## config.mk

```make
export PLATFORM = sky130hd
export DESIGN_NAME = cmp_seq_fp
export DESIGN_NICKNAME = d
export VERILOG_FILES = /design/src/rtl/cmp_seq_fp.sv
export SDC_FILE = /design/constraint.sdc
export NUM_CORES = 1
export LEC_CHECK = 0
export BUFFER_PORTS_ARGS = -buffer_cell sky130_fd_sc_hd__buf_2
export CAP_MARGIN = 20
export CORE_UTILIZATION = 55
export DETAILED_ROUTE_END_ITERATION = 10
export PLACE_DENSITY_LB_ADDON = 0.05
export SLEW_MARGIN = 20
export SYNTH_ARGS = -nofsm -noshare
export SYNTH_HDL_FRONTEND = slang
export SYNTH_SLANG_ARGS = --single-unit
```

## constraint.sdc

```tcl
create_clock -name clk_i -period 4.5 [get_ports clk_i]
set_clock_uncertainty 0.2 [all_clocks]
set_input_delay 0.225 -clock clk_i [delete_from_list [all_inputs] [get_ports clk_i]]
set_output_delay 0.225 -clock clk_i [all_outputs]
set_load 0.05 [all_outputs]
```

## src/rtl/cmp_seq_fp.sv

```systemverilog
// ---------------------------------------------------------------------------
// cmp_seq_fp -- sequential magnitude comparator for the FP unit.
//
// Compares two WIDTH-bit operands as unsigned, two's-complement signed or
// IEEE-754 values. The scan covers CHUNK bits per cycle, MSB first, and stops
// at the first unequal chunk. Sign and NaN cases that can be decided from
// the operands alone finish at the accept edge without scanning.
//
// Optional feature: define CMP_MINMAX_EN to add min_o/max_o outputs with
// RISC-V FMIN/FMAX selection (NaN handling, -0 < +0).
//
// Ports:
//   clk_i    clock
//   rst_ni   asynchronous active-low reset
//   valid_i  operands/mode valid           ready_o  block can accept (IDLE)
//   A_i/B_i  operands, WIDTH bits          mode_i   00 uns, 01 sgn, 10 FP, 11 uns
//   valid_o  result valid (DONE)           ready_i  consumer takes result
//   L_o/G_o/E_o  A<B / A>B / A==B          unord_o  FP unordered (NaN seen)
//   min_o/max_o  (CMP_MINMAX_EN only) smaller/larger operand
// ---------------------------------------------------------------------------
module cmp_seq_fp #(
    parameter int WIDTH = 32,
    parameter int CHUNK = 8,
    parameter int EXP_W = 8
) (
    input  logic             clk_i,
    input  logic             rst_ni,
    input  logic             valid_i,
    output logic             ready_o,
    input  logic [WIDTH-1:0] A_i,
    input  logic [WIDTH-1:0] B_i,
    input  logic [1:0]       mode_i,
    output logic             valid_o,
    input  logic             ready_i,
    output logic             L_o,
    output logic             G_o,
    output logic             E_o,
    output logic             unord_o
`ifdef CMP_MINMAX_EN
    ,
    output logic [WIDTH-1:0] min_o,
    output logic [WIDTH-1:0] max_o
`endif
);

    localparam int MAN_W  = WIDTH - 1 - EXP_W;
    localparam int NCHUNK = WIDTH / CHUNK;
    localparam int IDX_W  = (NCHUNK > 1) ? $clog2(NCHUNK) : 1;
    localparam logic [IDX_W-1:0] IDX_TOP = IDX_W'(NCHUNK - 1);

    typedef enum logic [1:0] {
        IDLE = 2'd0,
        SCAN = 2'd1,
        DONE = 2'd2
    } state_t;

    state_t            state_reg;
    logic [WIDTH-1:0]  a_reg;
    logic [WIDTH-1:0]  b_reg;
    logic [1:0]        mode_reg;
    logic [IDX_W-1:0]  idx_reg;
    logic              l_reg, g_reg, e_reg, u_reg;

    // ---------------- operand classification at the input ----------------
    logic in_fp, in_signed, sign_a, sign_b, nan_a, nan_b, both_zero;

    assign in_fp     = (mode_i == 2'b10);
    assign in_signed = (mode_i == 2'b01);
    assign sign_a    = A_i[WIDTH-1];
    assign sign_b    = B_i[WIDTH-1];
    assign nan_a     = (&A_i[WIDTH-2 -: EXP_W]) & (|A_i[MAN_W-1:0]);
    assign nan_b     = (&B_i[WIDTH-2 -: EXP_W]) & (|B_i[MAN_W-1:0]);
    assign both_zero = ~(|A_i[WIDTH-2:0]) & ~(|B_i[WIDTH-2:0]);

    // Cases decided without scanning. For signed and FP with differing
    // signs the negative operand is the smaller one, except FP +0/-0.
    logic sc_hit, sc_l, sc_g, sc_e, sc_u;

    always_comb begin
        sc_hit = 1'b0;
        sc_l   = 1'b0;
        sc_g   = 1'b0;
        sc_e   = 1'b0;
        sc_u   = 1'b0;
        if (in_fp && (nan_a || nan_b)) begin
            sc_hit = 1'b1;
            sc_u   = 1'b1;
        end else if ((in_signed || in_fp) && (sign_a != sign_b)) begin
            sc_hit = 1'b1;
            if (in_fp && both_zero) begin
                sc_e = 1'b1;
            end else begin
                sc_l = sign_a;
                sc_g = sign_b;
            end
        end
    end

    // ---------------- chunk scan on the registered operands ----------------
    logic [CHUNK-1:0] a_chunk [NCHUNK];
    logic [CHUNK-1:0] b_chunk [NCHUNK];

    generate
        for (genvar gi = 0; gi < NCHUNK; gi++) begin : g_chunk
            assign a_chunk[gi] = a_reg[gi*CHUNK +: CHUNK];
            assign b_chunk[gi] = b_reg[gi*CHUNK +: CHUNK];
        end
    endgenerate

    logic chunk_lt, chunk_gt, neg_swap, scan_l, scan_g, scan_last;

    always_comb begin
        chunk_lt  = (a_chunk[idx_reg] < b_chunk[idx_reg]);
        chunk_gt  = (a_chunk[idx_reg] > b_chunk[idx_reg]);
        // Signs are equal whenever FP reaches the scan; for two negative
        // values the larger magnitude is the smaller number.
        neg_swap  = (mode_reg == 2'b10) & a_reg[WIDTH-1] & b_reg[WIDTH-1];
        scan_l    = neg_swap ? chunk_gt : chunk_lt;
        scan_g    = neg_swap ? chunk_lt : chunk_gt;
        scan_last = (idx_reg == '0);
    end

`ifdef CMP_MINMAX_EN
    localparam logic [WIDTH-1:0] MAN_MSB   = WIDTH'(1) << (MAN_W - 1);
    localparam logic [WIDTH-1:0] EXP_ONES  = ((WIDTH'(1) << EXP_W) - WIDTH'(1)) << MAN_W;
    localparam logic [WIDTH-1:0] CANON_NAN = EXP_ONES | MAN_MSB;

    logic [WIDTH-1:0] min_reg, max_reg;

    // Returns {min, max}.
    function automatic logic [2*WIDTH-1:0] pick_minmax(
        input logic [WIDTH-1:0] a,
        input logic [WIDTH-1:0] b,
        input logic             fp,
        input logic             l,
        input logic             e,
        input logic             na,
        input logic             nb
    );
        if (fp && na && nb)
            return {CANON_NAN, CANON_NAN};
        else if (fp && na)
            return {b, b};
        else if (fp && nb)
            return {a, a};
        else if (e) begin
            // Only +0/-0 can be equal with differing signs.
            if (fp && (a[WIDTH-1] != b[WIDTH-1]))
                return a[WIDTH-1] ? {a, b} : {b, a};
            return {a, a};
        end else if (l)
            return {a, b};
        else
            return {b, a};
    endfunction

    assign min_o = min_reg;
    assign max_o = max_reg;
`endif

    // ---------------- control FSM ----------------
    always_ff @(posedge clk_i or negedge rst_ni) begin
        if (!rst_ni) begin
            state_reg <= IDLE;
            a_reg     <= '0;
            b_reg     <= '0;
            mode_reg  <= '0;
            idx_reg   <= '0;
            l_reg     <= 1'b0;
            g_reg     <= 1'b0;
            e_reg     <= 1'b0;
            u_reg     <= 1'b0;
`ifdef CMP_MINMAX_EN
            min_reg   <= '0;
            max_reg   <= '0;
`endif
        end else begin
            case (state_reg)
                IDLE: begin
                    if (valid_i) begin
                        a_reg    <= A_i;
                        b_reg    <= B_i;
                        mode_reg <= mode_i;
                        idx_reg  <= IDX_TOP;
                        if (sc_hit) begin
                            l_reg     <= sc_l;
                            g_reg     <= sc_g;
                            e_reg     <= sc_e;
                            u_reg     <= sc_u;
                            state_reg <= DONE;
`ifdef CMP_MINMAX_EN
                            {min_reg, max_reg} <= pick_minmax(A_i, B_i, in_fp,
                                                              sc_l, sc_e, nan_a, nan_b);
`endif
                        end else begin
                            state_reg <= SCAN;
                        end
                    end
                end
                SCAN: begin
                    if (chunk_lt || chunk_gt || scan_last) begin
                        l_reg     <= scan_l;
                        g_reg     <= scan_g;
                        e_reg     <= ~(chunk_lt | chunk_gt);
                        u_reg     <= 1'b0;
                        state_reg <= DONE;
`ifdef CMP_MINMAX_EN
                        {min_reg, max_reg} <= pick_minmax(a_reg, b_reg, mode_reg == 2'b10,
                                                          scan_l, ~(chunk_lt | chunk_gt),
                                                          1'b0, 1'b0);
`endif
                    end else begin
                        idx_reg <= idx_reg - IDX_W'(1);
                    end
                end
                DONE: begin
                    if (ready_i) state_reg <= IDLE;
                end
                default: state_reg <= IDLE;
            endcase
        end
    end

    assign ready_o = (state_reg == IDLE);
    assign valid_o = (state_reg == DONE);
    assign L_o     = l_reg;
    assign G_o     = g_reg;
    assign E_o     = e_reg;
    assign unord_o = u_reg;

endmodule

```

==> results of run 1 <==
-- metrics by stage --
step           setup WS, ps  area (um^2)  hold slack [ps]  power, mW  util, %
6_report              948.4         5082            112.9      2.910    78.69
4_1_cts               927.7         5082            101.3      2.907    78.69
2_1_floorplan          1197         3761           -270.6      2.010        -
5_1_grt               639.3         5082            152.2      3.066    78.69
3_3_place_gp          957.9         4197            219.6      2.259    64.97
3_5_place_dp          925.8         4197            222.7      2.303    64.97
-- power breakdown --
group,internal (mW),switching (mW),leakage [nW]
Combinational,0.638,0.525,1.29
Clock,0.306,0.246,0.101
Sequential,0.989,0.206,0.868
-- routing by layer --
metal	wire [um]	share of wire, %	up-vias
met5	0	0	-
met4	229	2.3	0
met3	454	4.6	23
met2	5017	51	95
met1	4126	42	1467
li1	-	-	1345
-- cell type report --
class / instances / area share [%]
clock inverter: 5 / 1.600
sequential: 74 / 36.44
clock buffer: 9 / 2.437
tap: 77 / 1.896
timing repair buffer: 146 / 21.22
multi-input combinational: 181 / 35.38
inverter: 14 / 1.034
-- critical path, cell delays in order, from the launching register on --
cell	delay (ps)
dfrtp_1	780
buf_4	320
mux4_2	520
ha_1	280
nand4_1	90
or3_4	340
a311oi_2	280
a32oi_2	120
and2_4	210
mux2_4	290
-- worst max path at each step --
stage	startpoint	to	slack [ps]
2_1_floorplan	idx_reg[0]	E_o	1200
3_3_place_gp	idx_reg[0]	E_o	960
3_5_place_dp	idx_reg[0]	E_o	930
4_1_cts	idx_reg[0]	E_o	930
5_1_grt	idx_reg[0]	G_o	640
6_report	idx_reg[0]	E_o	950
-- cells in the mapped netlist --
cell type	number	area share, %
buf_2	9	1.2
a31oi_1	2	0.33
a21oi_1	5	0.67
a211oi_1	1	0.20
inv_2	1	0.10
o21ai_0	3	0.40
a31oi_2	1	0.33
nand2b_1	2	0.33
nor4b_1	1	0.23
nand4_1	7	1.2
nand2_1	9	0.90
clkbuf_1	3	0.30
ha_1	10	3.3
nor4_1	13	2.2
nand2_2	1	0.17
and2_4	1	0.23
mux2i_1	2	0.53
dfrtp_1	74	49
xnor2_1	1	0.23
or3b_1	2	0.47
nor2_1	12	1.2
buf_1	1	0.10
o22ai_1	1	0.17
mux2_4	1	0.40
and4b_1	1	0.27
o21a_1	2	0.40
inv_1	13	1.3
nor2b_1	1	0.17
or3_4	2	0.60
a22o_1	1	0.23
or4_1	1	0.20
mux2_2	66	20
o211ai_2	1	0.33
o21ai_2	2	0.47
a32oi_2	1	0.43
nor3_1	5	0.67
and2_1	1	0.17
nand3_1	5	0.67
mux4_2	16	9.6
a311oi_2	1	0.40
-- what timing repair did --
| action | 4_1_cts | 5_1_grt |
|---|---|---|
| setup buffers | 0 | 0 |
| hold endpoints to repair | 108 | 0 |
| hold buffers | 68 | 0 |
| setup endpoints to repair | 0 | 0 |
-- kinds of logic after synthesis --
kind of cell | count (synthesis) | share of synthesized area, %
buf+inv | 27 | 2.994
simple gates | 64 | 9.581
mux | 85 | 30.27
compound gates | 21 | 4.358
fa+ha+maj | 10 | 3.327
flops | 74 | 49.23
xor+xnor | 1 | 0.2329
==> results.cfg, run 1 <==
[grt]
grt_pass1_wl_mm = 16.01
grt_pass1_vias = 3141
grt_busiest_layer = met2
antenna_found_initial = 0
grt_max_degree = 43
grt_overflow = 0
grt.met3_usage_pct = 7.571
grt.total_usage_pct = 30.07
gr-usage-met2_pct = 51.81
grtUsageMet1_pct = 36.77

[clock_tree]
htree_num_levels = 3
clk_pin_slew_ps = 70
cts-buffers-inserted = 9
clock_latency_ps = 350
cts_tree = built
cts_resized = 0
max-clock-path-buffers = 2
clkSinkCount = 74
cts_root_buffer = clkbuf_8

[routing]
first_pass_iters = 9
drt-initial-drc-count = 165
post_drt_via_cell_ratio = 5.791
wire_per_inst_um = 19.42
postRouteAntennaNets = 0
drc = 3
wirelength_mm = 9.828
routed-via-count = 2930

[timing]
finalHoldViolCount = 0
slew_headroom_pct = 34.58
min_period_over_period_pct = 78.93
fmax_mhz = 281.6
grt_setup_unrepaired = false
setup_viol = 0
setup_tns_ps = 0
tightestPinTransition_ps = 981.2
period_needed_ps = 3552
report.final.slew_viol_count = 0

[layout]
final_nets = 506
mostFrequentLayoutCell = buf_2
n_fill_cell = 414
most-common-layout-cells = buf_2, dfrtp_1, dlygate4sd3_1
antennaDiodeCount = 0
drive_gt1_share_pct = 43.59
syn2layout_area_growth_pct = 35.13
seqCellArea_mm2 = 0.001852
multi_input_area_mm2 = 0.001798
final_cells = 506

[floorplan]
dieArea_mm2 = 0.007173
die_h_um = 84.70
rows = 29
start_util_pct = 58.23
die_width_um = 84.70
core_region_area_mm2 = 0.006459
ios = 76

[hold_path]
hold_start = valid_i
min_to = state_reg[0]
hp-class = input pin to flip-flop
holdPathStages = 5

[pwr]
p_leak_nw = 2.258
vdd_ir_drop_max_v = 0.0003508
p_per_area_mw_per_mm2 = 572.5

[worst_setup_path]
critical_path_arrival_ps = 3580
cp-start-kind = flip-flop
worst-path-max-fanout = 11
end_kind = flip-flop
reg2reg_depth = 9
reg2reg_slack_ps = 950
crit_type = flip-flop to flip-flop
required_ps = 4530
r2r-end = E_o
reg2reg_from = idx_reg[0]

[synthesis]
avgSynthCellArea_um2 = 13.34
syn_nets = 362
yosys_warnings = 0
syn_inst = 282
ys_seq_area_share_pct = 49.23
synth_cell_types = 40
synth-seq-cells = 74
synthesis.area_mm2 = 0.003761

[run_status]
status = complete, but fails checks
violations = design-rule violations

[run]
maxCapViolations = 0

[place]
io_buffers = 75
hpwl_mm = 6.307
place_inst = 424
place_congestion = 0.8016
(Power assumes the default switching activity.)
==> inputs of run 2 (changes only) <==
--- a/config.mk
+++ b/config.mk
@@ -5,9 +5,10 @@
 export SDC_FILE = /design/constraint.sdc
 export NUM_CORES = 1
 export LEC_CHECK = 0
+export ABC_AREA = 1
 export BUFFER_PORTS_ARGS = -buffer_cell sky130_fd_sc_hd__buf_2
 export CAP_MARGIN = 20
-export CORE_UTILIZATION = 55
+export CORE_UTILIZATION = 50
 export DETAILED_ROUTE_END_ITERATION = 10
 export PLACE_DENSITY_LB_ADDON = 0.05
 export SLEW_MARGIN = 20
==> constraint.sdc (replaced) <==
create_clock -name clk_i -period 3.2 [get_ports clk_i]
set_clock_uncertainty 0.2 [all_clocks]
set_input_delay 0.16 -clock clk_i [delete_from_list [all_inputs] [get_ports clk_i]]
set_output_delay 0.16 -clock clk_i [all_outputs]
set_load 0.05 [all_outputs]
==> results.cfg, run 2 <==
[clock_tree]
max-clock-path-buffers = 2
clkSinkCount = 74
cts_tree = built
cts-buffers-inserted = 9
post-cts-setup-buffer-count = 0
clk_pin_slew_ps = 70
cts_root_buffer = clkbuf_8
clock_latency_ps = 360
htree_num_levels = 3

[worst_setup_path]
required_ps = 3240
slowest_stage = dfrtp_1
reg2reg_from = idx_reg[1]
reg2reg_depth = 13
cp_top_family = simple AND/OR/NAND/NOR gates
crit_chain = clkinvlp_4 > a32o_1 > ha_1 > a21oi_1 > nor2_1 > nor2_1 > nand2_2 > nand3_4 > nand3_2 > inv_2 > nand2_2 > nand2_1 > nand2_1
r2r-end = L_o
worst-path-max-fanout = 13
critPathBufInv = 2
end_kind = flip-flop
cpPeakStageDelay_ps = 610
critical_path_arrival_ps = 2930
cp-start-kind = flip-flop
crit_type = flip-flop to flip-flop
reg2reg_slack_ps = 320

[pwr]
p_per_area_mw_per_mm2 = 899.8
total_power_mw = 4.796
p_leak_nw = 2.768
vdd_ir_drop_max_v = 0.0005775

[routing]
drc = 0
wire_per_inst_um = 14.21
first_pass_iters = 5
postRouteAntennaNets = 0
wirelength_mm = 11.27
drt-initial-drc-count = 335
post_drt_via_cell_ratio = 5.055
routed-via-count = 4009

[grt]
grt_max_degree = 54
grt_busiest_layer = met2
gr-usage-met2_pct = 48.30
grt_pass1_wl_mm = 19.00
grt.met3_usage_pct = 4.941
grt_pass1_vias = 4006
grt_overflow = 0
antenna_found_initial = 0
grt.total_usage_pct = 29.27
grtUsageMet1_pct = 39.26

[run]
maxCapViolations = 0

[synthesis]
synthArstFlopShare_pct = 100.0
synthesis.area_mm2 = 0.003979
synthTopCellsByArea = dfrtp_1, nand2_1, nor2_1
yosys_warnings = 0
yosys.area.top_type_share_pct = 46.54
ys_seq_area_share_pct = 46.54
synth_edf_count = 0
synth-seq-cells = 74
synthTopCellsByCount = nand2_1, dfrtp_1, nor2_1
synthFlopType = dfrtp_1
syn_nets = 628
synth_cell_types = 26
synth_most_common_cell = nand2_1
synth_top_area_cell = dfrtp_1
syn_inst = 548
avgSynthCellArea_um2 = 7.261

[layout]
mostFrequentLayoutCell = nand2_1
syn2layout_area_growth_pct = 33.96
final_nets = 766
antennaDiodeCount = 0
n_fill_cell = 627
most-common-layout-cells = nand2_1, buf_2, dfrtp_1
fin_util_pct = 68.98
final_cells = 793
drive_gt1_share_pct = 16.35

[floorplan]
rows = 32
die_width_um = 91.21
die_h_um = 91.21
ios = 76
dieArea_mm2 = 0.008318
core_region_area_mm2 = 0.007727
start_util_pct = 51.49

[timing]
period_needed_ps = 2884
grt_setup_unrepaired = false
tightestPinTransition_ps = 858.4
setup_tns_ps = 0
setup_viol = 0
fin_ws_ps = 315.8
min_period_over_period_pct = 90.13
fmax_mhz = 346.7
report.final.slew_viol_count = 0
slew_headroom_pct = 42.69
finalHoldViolCount = 0

[place]
place_congestion = 0.9429
place_inst = 708
dp_slack_ps = 280.1
hpwl_mm = 7.738
io_buffers = 75

[hold_path]
holdPathStages = 5
min_to = state_reg[0]
hold_start = valid_i
hp-class = input pin to flip-flop

[run_status]
status = complete, no violations
[run 2: changes by cell type after synthesis, sizes merged, moves of 7 or more]
cell    previous run  this run
nor4              13         0
mux4              16         0
nand2             10       237
mux2              67         0
clkbuf             3        17
nand3              5        19
o22ai              1         8
o21ai              5        44
nor2              12        69
inv               14        35
a21oi              5        12
[run 2: area by class of cell]
cell class	count	area, um^2	share of cell area, %
Clock buffer	12	145.1	2.723
Clock inverter	4	75.07	1.408
Inverter	35	135.1	2.535
Multi-Input combinational cell	417	1894	35.54
Sequential cell	74	1852	34.74
Tap cell	102	127.6	2.394
Timing Repair Buffer	148	1094	20.52
Timing Repair inverter	1	7.507	0.1408
[run 2: metal layers]
metal,wire [um],up-vias
met5,0,-
met4,195,0
met3,610,21
met2,5387,138
met1,5074,1833
li1,-,2017
[run 2: what timing repair did]
item	4_1_cts	5_1_grt
endpoints found under the setup margin	0	5
resized for setup	0	2
hold buffers	68	0
hold endpoints to repair	89	0
[run 2: worst max path at each step]
| stage | end | cells past startpoint | start | slack [ps] |
|---|---|---|---|---|
| floorplan | G_o | 15 | idx_reg[0] | 750 |
| global placement | unord_o | 15 | idx_reg[1] | 420 |
| detailed placement | L_o | 15 | idx_reg[1] | 280 |
| CTS | L_o | 15 | idx_reg[1] | 260 |
| global route | L_o | 14 | idx_reg[1] | 30 |
| finish | L_o | 13 | idx_reg[1] | 320 |
[run 2: cell families after synthesis]
kind of cell    after synthesis  synth area share [%]
buf+inv                      57                 5.849
simple gates                335                 34.31
fa+ha+maj                    10                 3.145
compound gates               72                 10.16
flops                        74                 46.54
[run 2: report_power, final]
group          internal [mW]  switching (mW)  leakage [nW]
sequential              1.37           0.305         0.916
clock                  0.461           0.360         0.103
combinational          0.845            1.46          1.75
total                   2.67            2.12          2.77
[run 2: worst min-delay path: stages]
cell,delay (ps)
buf_2,110
inv_1,40
nand2_1,70
nand3_1,80
o21ai_1,70
[run 2: through the flow]
stage / hold slack (ps) / cell area [um^2]
final: 25.80 / 5330
after detailed placement: -29.12 / 4418
after CTS: 27.77 / 5319
after global routing: 57.34 / 5330
after global placement: -31.63 / 4418
after floorplan: -335.6 / 3979
==> inputs of run 3 (changes only) <==
--- a/config.mk
+++ b/config.mk
@@ -8,7 +8,7 @@
 export ABC_AREA = 1
 export BUFFER_PORTS_ARGS = -buffer_cell sky130_fd_sc_hd__buf_2
 export CAP_MARGIN = 20
-export CORE_UTILIZATION = 50
+export CORE_UTILIZATION = 60
 export DETAILED_ROUTE_END_ITERATION = 10
 export PLACE_DENSITY_LB_ADDON = 0.05
 export SLEW_MARGIN = 20
==> constraint.sdc (replaced) <==
create_clock -name clk_i -period 3.38 [get_ports clk_i]
set_clock_uncertainty 0.2 [all_clocks]
set_input_delay 0.169 -clock clk_i [delete_from_list [all_inputs] [get_ports clk_i]]
set_output_delay 0.169 -clock clk_i [all_outputs]
set_load 0.05 [all_outputs]
==> results.cfg, run 3 (synthesized netlist as in run 2, its figures left out) <==
[run_status]
status = complete, no violations

[routing]
first_pass_iters = 5
wire_per_inst_um = 15.10
postRouteAntennaNets = 0
top_layer = met4
wirelength_mm = 11.57
drt-initial-drc-count = 342
m1WireLength_mm = 4.942
drc = 0
routed-via-count = 4251
dr_wl_met3_um = 647
post_drt_via_cell_ratio = 5.550
wl_met2_mm = 5.728

[clock_tree]
cts-buffers-inserted = 9
clock_latency_ps = 360
max-clock-path-buffers = 2
cts_tree = built
clkSinkCount = 74
cts_resized = 0
htree_num_levels = 3
cts_root_buffer = clkbuf_8
clk_pin_slew_ps = 80
post-cts-setup-buffer-count = 0

[floorplan]
rows = 29
core_region_area_mm2 = 0.006386
ios = 76
start_util_pct = 62.30
die_width_um = 83.44
die_h_um = 83.44
dieArea_mm2 = 0.006961

[place]
hpwl_mm = 7.215
place_congestion = 0.8944
io_buffers = 75
dpl_cell_area_mm2 = 0.004379
place_inst = 682

[layout]
final_cells = 766
mostFrequentLayoutCell = nand2_1
drive_gt1_share_pct = 16.11
most-common-layout-cells = nand2_1, buf_2, dfrtp_1
syn2layout_area_growth_pct = 32.67
antennaDiodeCount = 0
fin_area_mm2 = 0.005279
final_nets = 764
n_fill_cell = 427

[timing]
period_needed_ps = 2960
setup_viol = 0
min_period_over_period_pct = 87.59
slew_headroom_pct = 41.73
finalHoldViolCount = 0
grt_setup_unrepaired = false
tightestPinTransition_ps = 872.7
fmax_mhz = 337.8
report.final.slew_viol_count = 0
setup_tns_ps = 0

[worst_setup_path]
crit_chain = inv_1 > o21ai_0 > o22ai_1 > ha_1 > a21oi_1 > nor2_1 > nor2_1 > nand2_2 > nand3_4 > nand3_2 > inv_2 > nand2_2 > nand2_1 > nand2_1
r2r-end = unord_o
end_kind = flip-flop
worst-path-max-fanout = 23
cp-start-kind = flip-flop
reg2reg_slack_ps = 420
slowest_stage = inv_1
required_ps = 3430
reg2reg_depth = 14
cpPeakStageDelay_ps = 520
critical_path_arrival_ps = 3010
critPathBufInv = 2
reg2reg_from = idx_reg[1]
crit_type = flip-flop to flip-flop
cp_top_family = simple AND/OR/NAND/NOR gates

[hold_path]
hp-class = input pin to flip-flop
min_to = state_reg[0]
hold_start = valid_i
holdPathStages = 5

[pwr]
p_per_area_mw_per_mm2 = 859.0
total_power_mw = 4.534
vdd_ir_drop_max_v = 0.0005434
p_leak_nw = 2.779

[grt]
antenna_found_initial = 0
grt_pass1_vias = 4222
grt.total_usage_pct = 36.18
grt_pass1_wl_mm = 19.81
grt_overflow = 0
grt_max_degree = 82

[run]
maxCapViolations = 0
[run 3: changes by cell type in the layout (fill, tap and decap cells not counted)]
cell,before,now
buf_4,5,4
clkbuf_1,2,1
clkinv_2,0,2
clkinvlp_4,4,1
inv_1,29,30
[run 3: where the power goes]
group	switching, mW	leakage, nW	internal [mW]
clock	0.343	0.109	0.434
combinational	1.39	1.75	0.787
sequential	0.287	0.916	1.29
total	2.02	2.78	2.51
[run 3: worst max-delay path by stage]
| stage | startpoint | slack, ps | cells past startpoint | end |
|---|---|---|---|---|
| after floorplan | idx_reg[0] | 930 | 15 | G_o |
| after global placement | idx_reg[1] | 570 | 15 | L_o |
| after detailed placement | idx_reg[1] | 470 | 15 | unord_o |
| after CTS | idx_reg[1] | 450 | 14 | unord_o |
| after global routing | idx_reg[1] | 80 | 14 | L_o |
| final | idx_reg[1] | 420 | 14 | unord_o |
[run 3: what timing repair did]
| action | CTS | global route |
|---|---|---|
| hold endpoints to repair | 93 | 0 |
| hold buffers | 68 | 0 |
| setup endpoints to repair | 0 | 0 |
[run 3: routing by layer]
metal,track usage (%),vias to the layer above
met5,0,-
met3,6.362,22
met4,12.63,0
li1,-,2013
met1,47.16,2038
met2,61.10,178
[run 3: area by class of cell]
class / instances / area, um^2 / share of cell area [%]
clock buffer: 11 / 141.4 / 2.678
clock inverter: 5 / 77.57 / 1.470
inverter: 35 / 131.4 / 2.489
multi-input combinational: 417 / 1894 / 35.89
sequential: 74 / 1852 / 35.08
tap: 77 / 96.34 / 1.825
timing repair buffer: 147 / 1086 / 20.57
[run 3: stage by stage]
stage / util (%) / hold WS [ps] / setup WS [ps]
finish: 82.66 / 48.40 / 419.6
global route: 82.66 / 97.04 / 82.36
CTS: 82.66 / 50.00 / 450.3
detailed placement: 68.57 / 20.18 / 470.8
global placement: 68.57 / 16.69 / 567.7
floorplan: - / -326.6 / 931.9
[run 3: worst reg2reg max path: stages, from the launching register on]
cell,delay [ps]
dfrtp_1,500
inv_1,520
o21ai_0,210
o22ai_1,210
ha_1,290
a21oi_1,140
nor2_1,50
nor2_1,160
nand2_2,120
nand3_4,90
nand3_2,90
inv_2,70
nand2_2,70
nand2_1,70
nand2_1,50
